==> config.mk <==
export PLATFORM = sky130hd
export DESIGN_NAME = stack_arbiter
export DESIGN_NICKNAME = d
export VERILOG_FILES = /design/src/rtl/stack_arbiter.sv
export SDC_FILE = /design/constraint.sdc
export NUM_CORES = 1
export LEC_CHECK = 0
export BUFFER_PORTS_ARGS = -buffer_cell sky130_fd_sc_hd__buf_2
export CAP_MARGIN = 25
export CORE_ASPECT_RATIO = 0.75
export CORE_MARGIN = 8
export CORE_UTILIZATION = 45
export DETAILED_ROUTE_END_ITERATION = 8
export MAX_ROUTING_LAYER = met4
export PLACE_DENSITY = 0.74
export SLEW_MARGIN = 10
export SYNTH_ARGS = -nofsm -noshare
export SYNTH_HDL_FRONTEND = slang
export SYNTH_SLANG_ARGS = --single-unit
export TNS_END_PERCENT = 10
==> constraint.sdc <==
create_clock -name clk -period 2.2 [get_ports clk]
set_clock_uncertainty 0.15 [all_clocks]
set_input_delay 0.22 -clock clk [delete_from_list [all_inputs] [get_ports clk]]
set_output_delay 0.22 -clock clk [all_outputs]
set_load 0.03 [all_outputs]
==> src/rtl/stack_arbiter.sv <==
// Purpose : round-robin arbiter that shares one LIFO stack between requesters A and B.
// Latency : gnt 1 cycle after the IDLE sampling edge; rvalid 2 cycles after it (push/error) or 3 (pop).
// Backpr. : requests are held by the client until gnt; one operation in flight, IDLE ignores nothing else.
//
// Ports
//   clk, rst                       clock, asynchronous active-low reset
//   a_req/a_op/a_wdata             A request, op (1=push, 0=pop), push data
//   a_gnt/a_rvalid/a_rdata/a_err   A accept pulse, response pulse, pop data, rejected flag
//   b_*                            same set for requester B
//   stk_push/stk_pop/stk_data_in   strobes and push data driven to the stack
//   stk_data_out/stk_full/stk_empty stack read data (registered) and status flags
//   busy                           FSM not in IDLE
//   err_count                      saturating count of rejected operations
module stack_arbiter #(
   parameter int WIDTH     = 8,
   parameter int ERR_CNT_W = 8
) (
   input  logic                 clk,
   input  logic                 rst,
   input  logic                 a_req,
   input  logic                 a_op,
   input  logic [WIDTH-1:0]     a_wdata,
   output logic                 a_gnt,
   output logic                 a_rvalid,
   output logic [WIDTH-1:0]     a_rdata,
   output logic                 a_err,
   input  logic                 b_req,
   input  logic                 b_op,
   input  logic [WIDTH-1:0]     b_wdata,
   output logic                 b_gnt,
   output logic                 b_rvalid,
   output logic [WIDTH-1:0]     b_rdata,
   output logic                 b_err,
   output logic                 stk_push,
   output logic                 stk_pop,
   output logic [WIDTH-1:0]     stk_data_in,
   input  logic [WIDTH-1:0]     stk_data_out,
   input  logic                 stk_full,
   input  logic                 stk_empty,
   output logic                 busy,
   output logic [ERR_CNT_W-1:0] err_count
);

   typedef enum logic [1:0] {
      S_IDLE  = 2'd0,
      S_ISSUE = 2'd1,
      S_WAIT  = 2'd2,
      S_RESP  = 2'd3
   } state_t;

   state_t                state_q, state_d;
   logic                  sel_q, sel_d;      // 0 = A, 1 = B
   logic                  op_q, op_d;        // 1 = push, 0 = pop
   logic [WIDTH-1:0]      wdata_q, wdata_d;
   logic                  rr_q, rr_d;        // side that wins the next tie
   logic [WIDTH-1:0]      a_rdata_q, a_rdata_d;
   logic [WIDTH-1:0]      b_rdata_q, b_rdata_d;
   logic                  a_err_q, a_err_d;
   logic                  b_err_q, b_err_d;
   logic [ERR_CNT_W-1:0]  err_cnt_q, err_cnt_d;
   logic                  reject;

   always_comb begin
      state_d   = state_q;
      sel_d     = sel_q;
      op_d      = op_q;
      wdata_d   = wdata_q;
      rr_d      = rr_q;
      a_rdata_d = a_rdata_q;
      b_rdata_d = b_rdata_q;
      a_err_d   = a_err_q;
      b_err_d   = b_err_q;
      err_cnt_d = err_cnt_q;
      reject    = 1'b0;

      case (state_q)
         S_IDLE: begin
            if (a_req || b_req) begin
               // Tie goes to the pointer; otherwise whoever is asking.
               if (a_req && b_req) begin
                  sel_d = rr_q;
               end else begin
                  sel_d = ~a_req;
               end
               op_d    = sel_d ? b_op    : a_op;
               wdata_d = sel_d ? b_wdata : a_wdata;
               rr_d    = ~sel_d;
               state_d = S_ISSUE;
            end
         end

         S_ISSUE: begin
            // Flags are only trusted in this cycle; the decision is final here.
            reject = op_q ? stk_full : stk_empty;
            if (!sel_q) begin
               a_err_d = reject;
               if (reject || op_q) begin
                  a_rdata_d = '0;
               end
            end else begin
               b_err_d = reject;
               if (reject || op_q) begin
                  b_rdata_d = '0;
               end
            end
            if (reject && (err_cnt_q != '1)) begin
               err_cnt_d = err_cnt_q + ERR_CNT_W'(1);
            end
            state_d = (!op_q && !reject) ? S_WAIT : S_RESP;
         end

         S_WAIT: begin
            // Stack output is registered: it holds the popped word now.
            if (!sel_q) begin
               a_rdata_d = stk_data_out;
            end else begin
               b_rdata_d = stk_data_out;
            end
            state_d = S_RESP;
         end

         S_RESP: begin
            state_d = S_IDLE;
         end

         default: begin
            state_d = S_IDLE;
         end
      endcase
   end

   always_ff @(posedge clk or negedge rst) begin
      if (!rst) begin
         state_q   <= S_IDLE;
         sel_q     <= 1'b0;
         op_q      <= 1'b0;
         wdata_q   <= '0;
         rr_q      <= 1'b0;
         a_rdata_q <= '0;
         b_rdata_q <= '0;
         a_err_q   <= 1'b0;
         b_err_q   <= 1'b0;
         err_cnt_q <= '0;
      end else begin
         state_q   <= state_d;
         sel_q     <= sel_d;
         op_q      <= op_d;
         wdata_q   <= wdata_d;
         rr_q      <= rr_d;
         a_rdata_q <= a_rdata_d;
         b_rdata_q <= b_rdata_d;
         a_err_q   <= a_err_d;
         b_err_q   <= b_err_d;
         err_cnt_q <= err_cnt_d;
      end
   end

   assign a_gnt       = (state_q == S_ISSUE) && !sel_q;
   assign b_gnt       = (state_q == S_ISSUE) &&  sel_q;
   assign a_rvalid    = (state_q == S_RESP)  && !sel_q;
   assign b_rvalid    = (state_q == S_RESP)  &&  sel_q;
   assign a_rdata     = a_rdata_q;
   assign b_rdata     = b_rdata_q;
   assign a_err       = a_err_q;
   assign b_err       = b_err_q;
   // Strobes are qualified by the live flags so a blocked op never touches the stack.
   assign stk_push    = (state_q == S_ISSUE) &&  op_q && !stk_full;
   assign stk_pop     = (state_q == S_ISSUE) && !op_q && !stk_empty;
   assign stk_data_in = stk_push ? wdata_q : '0;
   assign busy        = (state_q != S_IDLE);
   assign err_count   = err_cnt_q;

endmodule

After elaboration in Yosys (flattened, before gate mapping). Cells that the tools add are included.

Register bits after elaboration: 39. Output and inout bits: 41. Word-level logic and storage cells: 68.

$add $sub $neg: 1. Equality and inequality tests: 10. Mux-type cells: 17. Bitwise operators: 3. Reductions and logical operators: 27.

Operators with widths (number): $mux W8 (7); $pmux W8 S2 (2); $ne A2 B2 Y1 const B (6); $logic_and A1 B1 Y1 (11); $add A8 B1 Y8 const B (1); $ne A8 B8 Y1 const B (1); $pmux W2 S4 (1); $reduce_and A2 Y1 (4); $reduce_and A4 Y1 (2); $mux W1 (6); $logic_not A1 Y1 (5); $eq A2 B2 Y1 const B (2); $reduce_bool A2 Y1 (2); $not A1 Y1 (3); $eq A2 B1 Y1 const B (1); $logic_not A2 Y1 (1); $logic_or A1 B1 Y1 (2); $mux W2 (1).

Depth between registers and ports, before layout.
Depth after elaboration: 5. Depth in mapped cells: 6.

Least setup slack after synthesis. No wires, ideal clock.

Path type: flip-flop to flip-flop. Start: register state_q[1]. End: register b_rdata_q[0] (netlist: b_rdata[0]). Library setup time: 0.125 ns. Data arrival time: 1.811 ns. Data required time: 1.925 ns. Setup slack: 0.114 ns. Stages on the path, launching flop included: 7. Buffers on the path: 1. Cells stage by stage: dfrtp_1 > inv_1 > ha_1 > nor3b_4 > or3_1 > buf_6 > mux2_4.

Cells in the longest elaborated chain, start to end: 3.

Ends and longest elaborated chain: from (decl) (RTL line 51) `state_t state_q, state_d;`; from (signal assigned) (RTL line 145) `state_q <= state_d;`; $eq A2 B2 Y1 or $eq A2 B1 Y1 (tied branches) (RTL line 76) `case (state_q)`; $ne A2 B2 Y1 (no source line) or $reduce_bool A2 Y1 (tied branches); $reduce_and A4 Y1 (no source line); to (signal assigned) (RTL line 151) `b_rdata_q <= b_rdata_d;`; to (decl) (RTL line 57) `logic [WIDTH-1:0] b_rdata_q, b_rdata_d;`.

Several ways; a longest one is shown, not always the timed one. A chain may end at the register's enable or synchronous reset.

Worst setup path after layout.
Start: register state_q[1]. End: register b_rdata_q[2] (netlist: b_rdata[2]).

Same word-level chain as after synthesis.

==> results.json <==
{
  "synthMuxAreaShare_pct": 17.4,
  "via_per_inst": 4.88,
  "core-area_mm2": 0.00405,
  "syn_area_mm2": 0.00190,
  "synth.yosys.seq_area_share_pct": 51.3,
  "path_clk_slew_ns": 0.07,
  "worst_hold_path_type": "input pin to flip-flop",
  "floorplan.rows": 20,
  "drive_gt1_share_pct": 39.2,
  "grt_max_degree": 40,
  "die_h_um": 72.3,
  "cpPeakStageDelay_ns": 0.59,
  "grt_pass1_wl_um": 7090,
  "insertion_delay_ns": 0.28,
  "end_kind": "flip-flop",
  "hp-start": "b_req",
  "fmax_ghz": 0.477,
  "startpoint_type": "flip-flop",
  "place_area_mm2": 0.00234,
  "wl_per_cell_um": 14.4,
  "wl_um": 4330,
  "drc": 0,
  "dieWidth_um": 91.1,
  "regToRegStartpoint": "state_q[1]$_DFFE_PN0P_",
  "port_buffers": 72,
  "synthCells": 162,
  "multiInputGateArea_um2": 893,
  "startpoint": "state_q[1]$_DFFE_PN0P_",
  "numCtsBuffers": 5,
  "drv_slew": 0,
  "synth_top_family_by_area": "multiplexers",
  "cts_setup_buffers": 0,
  "synth-xor-area-share_pct": 2.76,
  "yosys_warnings": 0,
  "ioPinCount": 73,
  "via_count": 1464,
  "outcome": "finished clean",
  "cp_slowest_cell": "or3_1",
  "synth_fp_nets": 199,
  "grtUsageTotal_pct": 13.7,
  "synth-compound-area-share_pct": 6.51,
  "period_needed_ns": 2.10,
  "yosys.area_share.simple_pct": 16.4,
  "path_class": "flip-flop to flip-flop",
  "antenna_found_initial": 0,
  "cts_tree": "done",
  "dieArea_mm2": 0.00658,
  "ff_latch_area_um2": 976,
  "cp.arrival_ns": 2.11,
  "ys_types": 31,
  "leakage_nw": 1.34,
  "cts_buffer_depth": 2,
  "critPathRequiredTime_ns": 2.22,
  "detail-route-antenna-nets": 0,
  "area_growth_pct": 28.9,
  "setup_viol": 0,
  "vdd_drop_max_mv": 0.664,
  "drv_cap": 0,
  "drt_first_pass_iters": 4,
  "syn_area_per_cell_um2": 11.7,
  "cts_max_level": 2,
  "critical_path_peak_fanout": 8,
  "initial_utilization_pct": 46.9,
  "grt_pass1_vias": 1465,
  "synth_seq_cells": 39,
  "worstMarginPinSlew_ns": 0.835,
  "powerDensity_mw_per_mm2": 1440,
  "rsz0062_at_grt": "no",
  "nNetsFinal": 281,
  "synthAdderAreaFrac_pct": 3.29,
  "design_area_mm2": 0.00245,
  "cts-root-buf": "clkbuf_8",
  "tns_ns": 0,
  "cts_sinks": 39,
  "finalHoldViolCount": 0,
  "dp_hpwl_um": 3370,
  "slew_headroom_pct": 44.3,
  "antenna_cells": 0,
  "fin_crit_sh_pct": 95.3,
  "routabilityCongestion": 0.749,
  "drtIter0Drc": 24,
  "crit_chain": "inv_1 -> ha_1 -> nor3b_4 -> or3_1 -> mux2_4",
  "fillers": 369,
  "grt_overflow": 0
}
## where the power goes
part | switching, mW | internal (mW)
sequential | 0.240 | 1.04
combinational | 1.11 | 0.691
clock | 0.234 | 0.221
total | 1.59 | 1.95
## timing repair
action                                 in CTS  in global routing
hold buffers                                1                  0
endpoints found under the hold margin      39                  0
gates cloned                                0                  1
resized for setup                           1                  1
setup endpoints to repair                   2                  8
## Yosys cell counts (all sizes together)
cell type / n / area (um^2)
dfrtp: 39 / 976
and2: 18 / 113
mux2: 17 / 221
nand2: 16 / 60.1
o21ai: 14 / 70.1
mux2i: 11 / 110
ha: 5 / 62.6
inv: 5 / 18.8
a21oi: 4 / 20.0
nor2: 4 / 15.0
and3: 3 / 18.8
nor2b: 3 / 18.8
xnor2: 3 / 26.3
xor2: 3 / 26.3
buf: 2 / 16.3
clkbuf: 2 / 7.51
or3: 2 / 12.5
a211oi: 1 / 12.5
a21boi: 1 / 7.51
a22oi: 1 / 7.51
a31oi: 1 / 6.26
and3b: 1 / 8.76
and4: 1 / 8.76
nand3: 1 / 5.00
nand4: 1 / 6.26
nand4bb: 1 / 11.3
nor3: 1 / 16.3
nor3b: 1 / 18.8
## critical path: cells and delay by family (launching register included)
family	cells	cell delay [ns]
flip-flops	1	0.39
buffers and inverters	1	0.09
adder cells (fa/ha/maj)	1	0.21
multiplexers	1	0.38
AND/OR/NAND/NOR	2	0.76
## placed cells by master, fill, tap and decap left out, types with 2 or more instances in the layout
cell type	Yosys	routed
buf_2	1	71
dfrtp_1	39	39
and2_1	18	18
nand2_1	16	16
o21ai_0	13	13
mux2i_1	11	11
mux2_1	9	9
mux2_4	8	8
inv_1	5	5
ha_1	5	5
clkbuf_8	0	5
buf_4	0	5
a21oi_1	4	4
nor2_1	4	4
nor2b_1	3	3
and3_1	3	3
xnor2_1	3	3
xor2_1	3	3
or3_1	2	2
## worst paths after layout
check	endpoint	slack, ns	depth (start not counted)
worst max-delay path	b_rdata[2]$_DFFE_PN0P_	0.10	5
worst min-delay path	rr_q$_DFFE_PN0P_	0.02	2
worst max register to register	b_rdata[2]$_DFFE_PN0P_	0.10	5
worst min register to register	wdata_q[3]$_DFFE_PN0P_	0.32	2
max in group asynchronous	state_q[1]$_DFFE_PN0P_	0.95	2
min in group asynchronous	a_rdata[6]$_DFFE_PN0P_	0.42	2
## layout make-up
type	instances	share of cell area (%)
inverter	5	0.765
timing repair buffer	78	16.7
clock inverter	2	0.510
clock buffer	6	2.96
multi-input combinational	115	36.4
tap	55	2.81
sequential	39	39.8
## through the flow
stage               worst slack [ns]  hold slack [ns]  total power, mW  util, %  cells
floorplan                      0.114           -0.226             2.57        -    162
global placement               0.183            0.229             3.06     57.8    290
detailed placement            0.0981            0.228             3.12     57.8    290
CTS                           0.0583           0.0180             3.58     60.2    299
global route                0.000510           0.0299             3.79     60.5    300
finish                         0.104           0.0242             3.54     60.5    300
## sequential cells by signal, indices dropped and copies added (netlist names)
signal	cells
a_err	1
a_rdata	8
b_err	1
b_rdata	8
err_count	8
op_q	1
rr_q	1
sel_q	1
state_q	2
wdata_q	8
## cell families after synthesis
logic type      after synthesis
simple gates                 53
flops                        39
mux                          28
compound gates               22
buf+inv                       9
xor+xnor                      6
fa+ha+maj                     5
## per-layer routing
layer  routed length, um  track usage [%]
met1                1970             16.0
met2                1990             21.1
met4                  39             4.88
met5                   0                -
met3                 328             5.46
Power figures use the tool's default switching activity.
